### src/rtl/q3_output_capture.sv
// Capture stage for the student_circuit_Q3 datapath: after a start command it skips
// SKIP_CYCLES samples, then records a CAPTURE_LEN burst into a FIFO with XOR checksum.
module q3_output_capture #(
    parameter int DEPTH       = 8,
    parameter int SKIP_CYCLES = 2,
    parameter int CAPTURE_LEN = 8,
    localparam int AW         = $clog2(DEPTH)
) (
    input  logic          clk,
    input  logic          clear_n,
    input  logic [7:0]    data_in,
    input  logic          start,
    input  logic          rd_en,
    output logic [7:0]    rd_data,
    output logic          rd_valid,
    output logic          empty,
    output logic          full,
    output logic [AW:0]   level,
    output logic          busy,
    output logic          done,
    output logic          overflow,
    output logic [7:0]    sample_count,
    output logic [7:0]    checksum,
    output logic [1:0]    dbg_state
);

    typedef enum logic [1:0] {
        IDLE    = 2'd0,
        SKIP    = 2'd1,
        CAPTURE = 2'd2,
        DONE    = 2'd3
    } state_t;

    localparam logic [AW:0] FULL_LVL  = (AW+1)'(DEPTH);
    localparam logic [7:0]  SKIP_INIT = 8'(SKIP_CYCLES);
    localparam logic [7:0]  LAST_ATT  = 8'(CAPTURE_LEN - 1);

    state_t        state_q;
    logic [7:0]    skip_q;
    logic [7:0]    att_q;
    logic [AW-1:0] wr_ptr_q;
    logic [AW-1:0] rd_ptr_q;
    logic [AW:0]   level_q;
    logic [AW:0]   level_d;
    logic [7:0]    rd_data_q;
    logic          rd_valid_q;
    logic          ovf_q;
    logic [7:0]    cnt_q;
    logic [7:0]    ck_q;
    logic [7:0]    mem [DEPTH];

    logic          pop;
    logic          push;

    // A full FIFO still accepts a sample when a pop frees the slot on the same edge.
    always_comb begin
        pop     = rd_en && (level_q != '0);
        push    = (state_q == CAPTURE) && ((level_q != FULL_LVL) || pop);
        level_d = level_q;
        if (push && !pop) begin
            level_d = level_q + 1'b1;
        end else if (!push && pop) begin
            level_d = level_q - 1'b1;
        end
    end

    always_ff @(posedge clk) begin
        if (push) begin
            mem[wr_ptr_q] <= data_in;
        end
    end

    always_ff @(posedge clk) begin
        if (!clear_n) begin
            state_q    <= IDLE;
            skip_q     <= '0;
            att_q      <= '0;
            wr_ptr_q   <= '0;
            rd_ptr_q   <= '0;
            level_q    <= '0;
            rd_data_q  <= '0;
            rd_valid_q <= 1'b0;
            ovf_q      <= 1'b0;
            cnt_q      <= '0;
            ck_q       <= '0;
        end else begin
            rd_valid_q <= pop;
            level_q    <= level_d;
            if (pop) begin
                rd_data_q <= mem[rd_ptr_q];
                rd_ptr_q  <= rd_ptr_q + 1'b1;
            end
            if (push) begin
                wr_ptr_q <= wr_ptr_q + 1'b1;
            end

            case (state_q)
                IDLE, DONE: begin
                    if (start) begin
                        cnt_q   <= '0;
                        ck_q    <= '0;
                        ovf_q   <= 1'b0;
                        att_q   <= '0;
                        skip_q  <= SKIP_INIT;
                        state_q <= (SKIP_CYCLES == 0) ? CAPTURE : SKIP;
                    end
                end
                SKIP: begin
                    skip_q <= skip_q - 1'b1;
                    if (skip_q == 8'd1) begin
                        state_q <= CAPTURE;
                    end
                end
                CAPTURE: begin
                    if (push) begin
                        cnt_q <= cnt_q + 1'b1;
                        ck_q  <= ck_q ^ data_in;
                    end else begin
                        ovf_q <= 1'b1;
                    end
                    att_q <= att_q + 1'b1;
                    if (att_q == LAST_ATT) begin
                        state_q <= DONE;
                    end
                end
                default: state_q <= IDLE;
            endcase
        end
    end

    assign rd_data      = rd_data_q;
    assign rd_valid     = rd_valid_q;
    assign level        = level_q;
    assign empty        = (level_q == '0);
    assign full         = (level_q == FULL_LVL);
    assign busy         = (state_q == SKIP) || (state_q == CAPTURE);
    assign done         = (state_q == DONE);
    assign overflow     = ovf_q;
    assign sample_count = cnt_q;
    assign checksum     = ck_q;
    assign dbg_state    = state_q;

endmodule

### config.mk
export PLATFORM = sky130hd
export DESIGN_NAME = q3_output_capture
export DESIGN_NICKNAME = d
export VERILOG_FILES = /design/src/rtl/q3_output_capture.sv
export SDC_FILE = /design/constraint.sdc
export NUM_CORES = 1
export LEC_CHECK = 0
export ABC_AREA = 1
export CAP_MARGIN = 20
export CORE_AREA = 2 2 115 95
export CTS_BUF_LIST = sky130_fd_sc_hd__clkbuf_8 sky130_fd_sc_hd__clkbuf_16
export DETAILED_ROUTE_END_ITERATION = 16
export DIE_AREA = 0 0 117 97
export GPL_ROUTABILITY_DRIVEN = 1
export PLACE_DENSITY = 0.83
export SYNTH_ARGS = -nofsm -noshare
export SYNTH_HDL_FRONTEND = slang
export SYNTH_SLANG_ARGS = --single-unit
### constraint.sdc
create_clock -name clk -period 2.2 [get_ports clk]
set_clock_uncertainty 0.15 [all_clocks]
set_input_delay 0.55 -clock clk [delete_from_list [all_inputs] [get_ports clk]]
set_output_delay 0.55 -clock clk [all_outputs]
set_load 0.01 [all_outputs]
==> results.py, run 1 <==
metrics = {
    "status": {
        "status": "complete, no violations",
    },
    "worst_setup_path": {
        "crit_cells": 1,
        "reg2reg_depth": 15,
        "path_class": "reg2out",
        "cp.required_ps": 1500,
        "r2r_setup_slack_ps": 90,
        "end_kind": "primary output",
        "worst_path_max_delay_cell": "clkdlybuf4s50_1",
        "max_stage_delay_ps": 600,
        "arrival_ps": 1460,
        "crit_buf_inv": 1,
        "crit_chain": "clkdlybuf4s50_1",
        "startpoint_type": "flip-flop",
        "crit_family": "buffers and inverters",
        "crit_fanout": 5,
    },
    "clock_tree": {
        "clkLatencyLatePin_ps": 410,
        "tritoncts": "built",
        "htreeDepth": 4,
        "cts-root-buf": "clkbuf_16",
        "clockBufferDepth": 2,
        "cts_num_sinks": 118,
        "clk_pin_slew_worst_paths_ps": 60,
        "numCtsBuffers": 17,
        "cts_hold_buf": 0,
    },
    "floorplan": {
        "initial_core_util_pct": 51.48,
        "die_height_um": 97,
        "die-area_mm2": 0.01135,
        "core-area_mm2": 0.01012,
        "fp.dieW_um": 117,
        "ios": 48,
        "rows": 33,
    },
    "finish": {
        "antenna_cells": 0,
        "seqCellArea_mm2": 0.003009,
        "nets": 695,
        "finish.utilization_pct": 66.20,
        "drive_above_1_share_pct": 13.64,
        "post-route-cell-area_mm2": 0.006696,
        "fillers": 775,
        "multi_input_area_mm2": 0.001941,
        "area_growth_pct": 28.59,
    },
    "synth": {
        "yosysSeqAreaShare_pct": 57.66,
        "synth_ff_type": "edfxtp_1",
        "synthDistinctLibCells": 30,
        "synth_cells": 588,
        "ys_warn_count": 0,
        "synth_seq_cells": 118,
        "async_flop_share_pct": 0,
        "syn-cell-area_mm2": 0.005207,
        "syn_nets": 614,
        "synth-edff-count": 64,
        "syn_avg_cell_area_um2": 8.856,
    },
    "route": {
        "via_count": 4331,
        "firstDrtPassIters": 5,
        "wl_met2_mm": 5.609,
        "drt-total-wl_mm": 12.35,
        "drtIter0Drc": 383,
        "routed.top_layer": "met4",
        "wl_met3_mm": 1.167,
        "vias_per_cell": 5.269,
        "ant_nets": 0,
        "drcViolationCount": 0,
        "wl_met1_mm": 5.298,
        "post_drt_wl_per_cell_um": 15.03,
    },
    "timing": {
        "tns_ps": 0,
        "min_period_over_period_pct": 98.35,
        "setup_slack_ps": 36.39,
        "rsz0062_at_grt": "yes",
        "max_freq_mhz": 462.2,
        "tightest_slew_ps": 549.9,
        "finalHoldViolations": 0,
        "fin_crit_ps": 2164,
        "slew_viol_final": 0,
        "setup_viol": 0,
        "maxSlewHeadroom_pct": 63.22,
    },
    "pwr": {
        "internal_power_mw": 5.823,
        "swShare_pct": 35.05,
        "seq_power_share_pct": 32.6,
        "p_sw_mw": 3.142,
        "power.density_mw_per_mm2": 1339,
        "finalPower_mw": 8.965,
        "leakagePower_nw": 2.729,
        "combPwrFrac_pct": 35.9,
        "ir_worst_vdd_mv": 0.6795,
        "clockPowerShare_pct": 31.6,
    },
    "placed_design": {
        "post-place-ws_ps": -481.3,
        "place_congestion": 0.9277,
        "dpl_cell_area_mm2": 0.006013,
        "hpwl_mm": 8.163,
        "numPortBuffers": 47,
    },
    "run": {
        "drv_cap": 0,
    },
    "min_path": {
        "worstHoldPathCells": 2,
        "hold_path.class": "reg2reg",
    },
    "global_routing": {
        "grt_max_degree": 35,
        "antenna_found_initial": 0,
        "overflow": 0,
        "grt_usage_pct": 22.97,
        "grt_pass1_vias": 4077,
        "grt_pass1_wl_mm": 19.84,
    },
}
[cells in the mapped netlist, types with 2 or more instances]
library cell    n  area [um2]
a21oi_1        42       210.2
a21oi_2         2       17.52
buf_2           2       10.01
buf_6           3       33.78
clkbuf_1       13       48.80
clkinv_1        3       11.26
dfxtp_1        54        1081
edfxtp_1       64        1922
ha_1           13       162.7
inv_1          57       214.0
inv_2           2       7.510
nand2_1       147       551.8
nand2_4         3       33.78
nand3_1        63       315.3
nand4_1         8       50.05
nor2_1         67       251.5
nor3_1          5       25.02
o21ai_0        24       120.1
xor2_1          5       43.79
[sequential cells by signal (all words and copies together), names as in the netlist]
register	flops
rd_ptr_q	3
checksum	8
rd_valid	1
level	4
att_q	8
mem	64
overflow	1
sample_count	8
rd_data	8
skip_q	8
dbg_state	2
wr_ptr_q	3
[power by group through the flow]
stage | clock network, mW | registers [mW] | logic, mW
CTS | 2.85 | 2.91 | 3.09
finish | 2.83 | 2.92 | 3.21
global placement | 0 | 2.92 | 2.92
detailed placement | 0 | 2.94 | 3.03
global route | 2.97 | 2.96 | 3.59
floorplan | 0 | 2.96 | 1.90
[per-stage QoR]
step / hold WS, ps / instances
floorplan: 293.0 / 588
global placement: 303.1 / 789
detailed placement: 306.5 / 789
CTS: 314.7 / 822
global route: 339.8 / 822
finish: 313.6 / 822
[what timing repair did]
action                     CTS  global route
resized for setup            7            20
hold endpoints to repair     0             0
pin swaps                    1             5
setup endpoints to repair    4            12
setup buffers                1             0
[area by class of cell]
| cell class | instances | area share (%) |
|---|---|---|
| well taps | 140 | 2.616 |
| clock inverters | 15 | 2.784 |
| clock buffers | 17 | 6.353 |
| multi-input cells | 389 | 28.98 |
| repair buffers | 81 | 10.82 |
| flip-flops and latches | 118 | 44.94 |
| inverters | 62 | 3.513 |
[logic make-up after synthesis]
| logic type | share of synthesized area, % |
|---|---|
| simple gates | 23.95 |
| flops | 57.66 |
| buf+inv | 6.319 |
| compound gates | 7.713 |
| fa+ha+maj | 3.508 |
| xor+xnor | 0.8409 |
[worst paths after layout]
kind                                                   start                      end
worst max-delay path            sample_count[3]$_SDFFE_PN0P_          sample_count[3]
worst min-delay path                 rd_data[2]$_SDFFE_PN0P_  rd_data[2]$_SDFFE_PN0P_
worst max register to register         level[1]$_SDFFE_PN0P_    level[3]$_SDFFE_PN0P_
worst min register to register       rd_data[2]$_SDFFE_PN0P_  rd_data[2]$_SDFFE_PN0P_
[metal layers]
layer  vias to the layer above  track usage (%)
met5                         -                0
met4                         0            8.869
met3                        26            7.707
met2                       184            34.68
met1                      2003            30.55
li1                       2118                -
[placed cells by master (no fill, tap or decap), drive strengths merged, types with 11 or more instances in the layout]
master           n
edfxtp          64
o21ai           25
clkbuf          18
nand3           63
a21oi           44
nor2            67
nand2          151
dfxtp           54
ha              13
inv             59
clkinv          11
buf             34
clkdlybuf4s50   42
Note: power is estimated with default switching activity, not from simulation.
==> run 2, diff against run 1 <==
--- a/config.mk
+++ b/config.mk
@@ -9,6 +9,7 @@
 export CAP_MARGIN = 20
 export CORE_AREA = 2 2 115 95
 export CTS_BUF_LIST = sky130_fd_sc_hd__clkbuf_8 sky130_fd_sc_hd__clkbuf_16
+export CTS_CLUSTER_DIAMETER = 100
 export DETAILED_ROUTE_END_ITERATION = 16
 export DIE_AREA = 0 0 117 97
 export GPL_ROUTABILITY_DRIVEN = 1
==> results of run 2 <==
Final layout, timing and power as in run 1 (identical DEF).
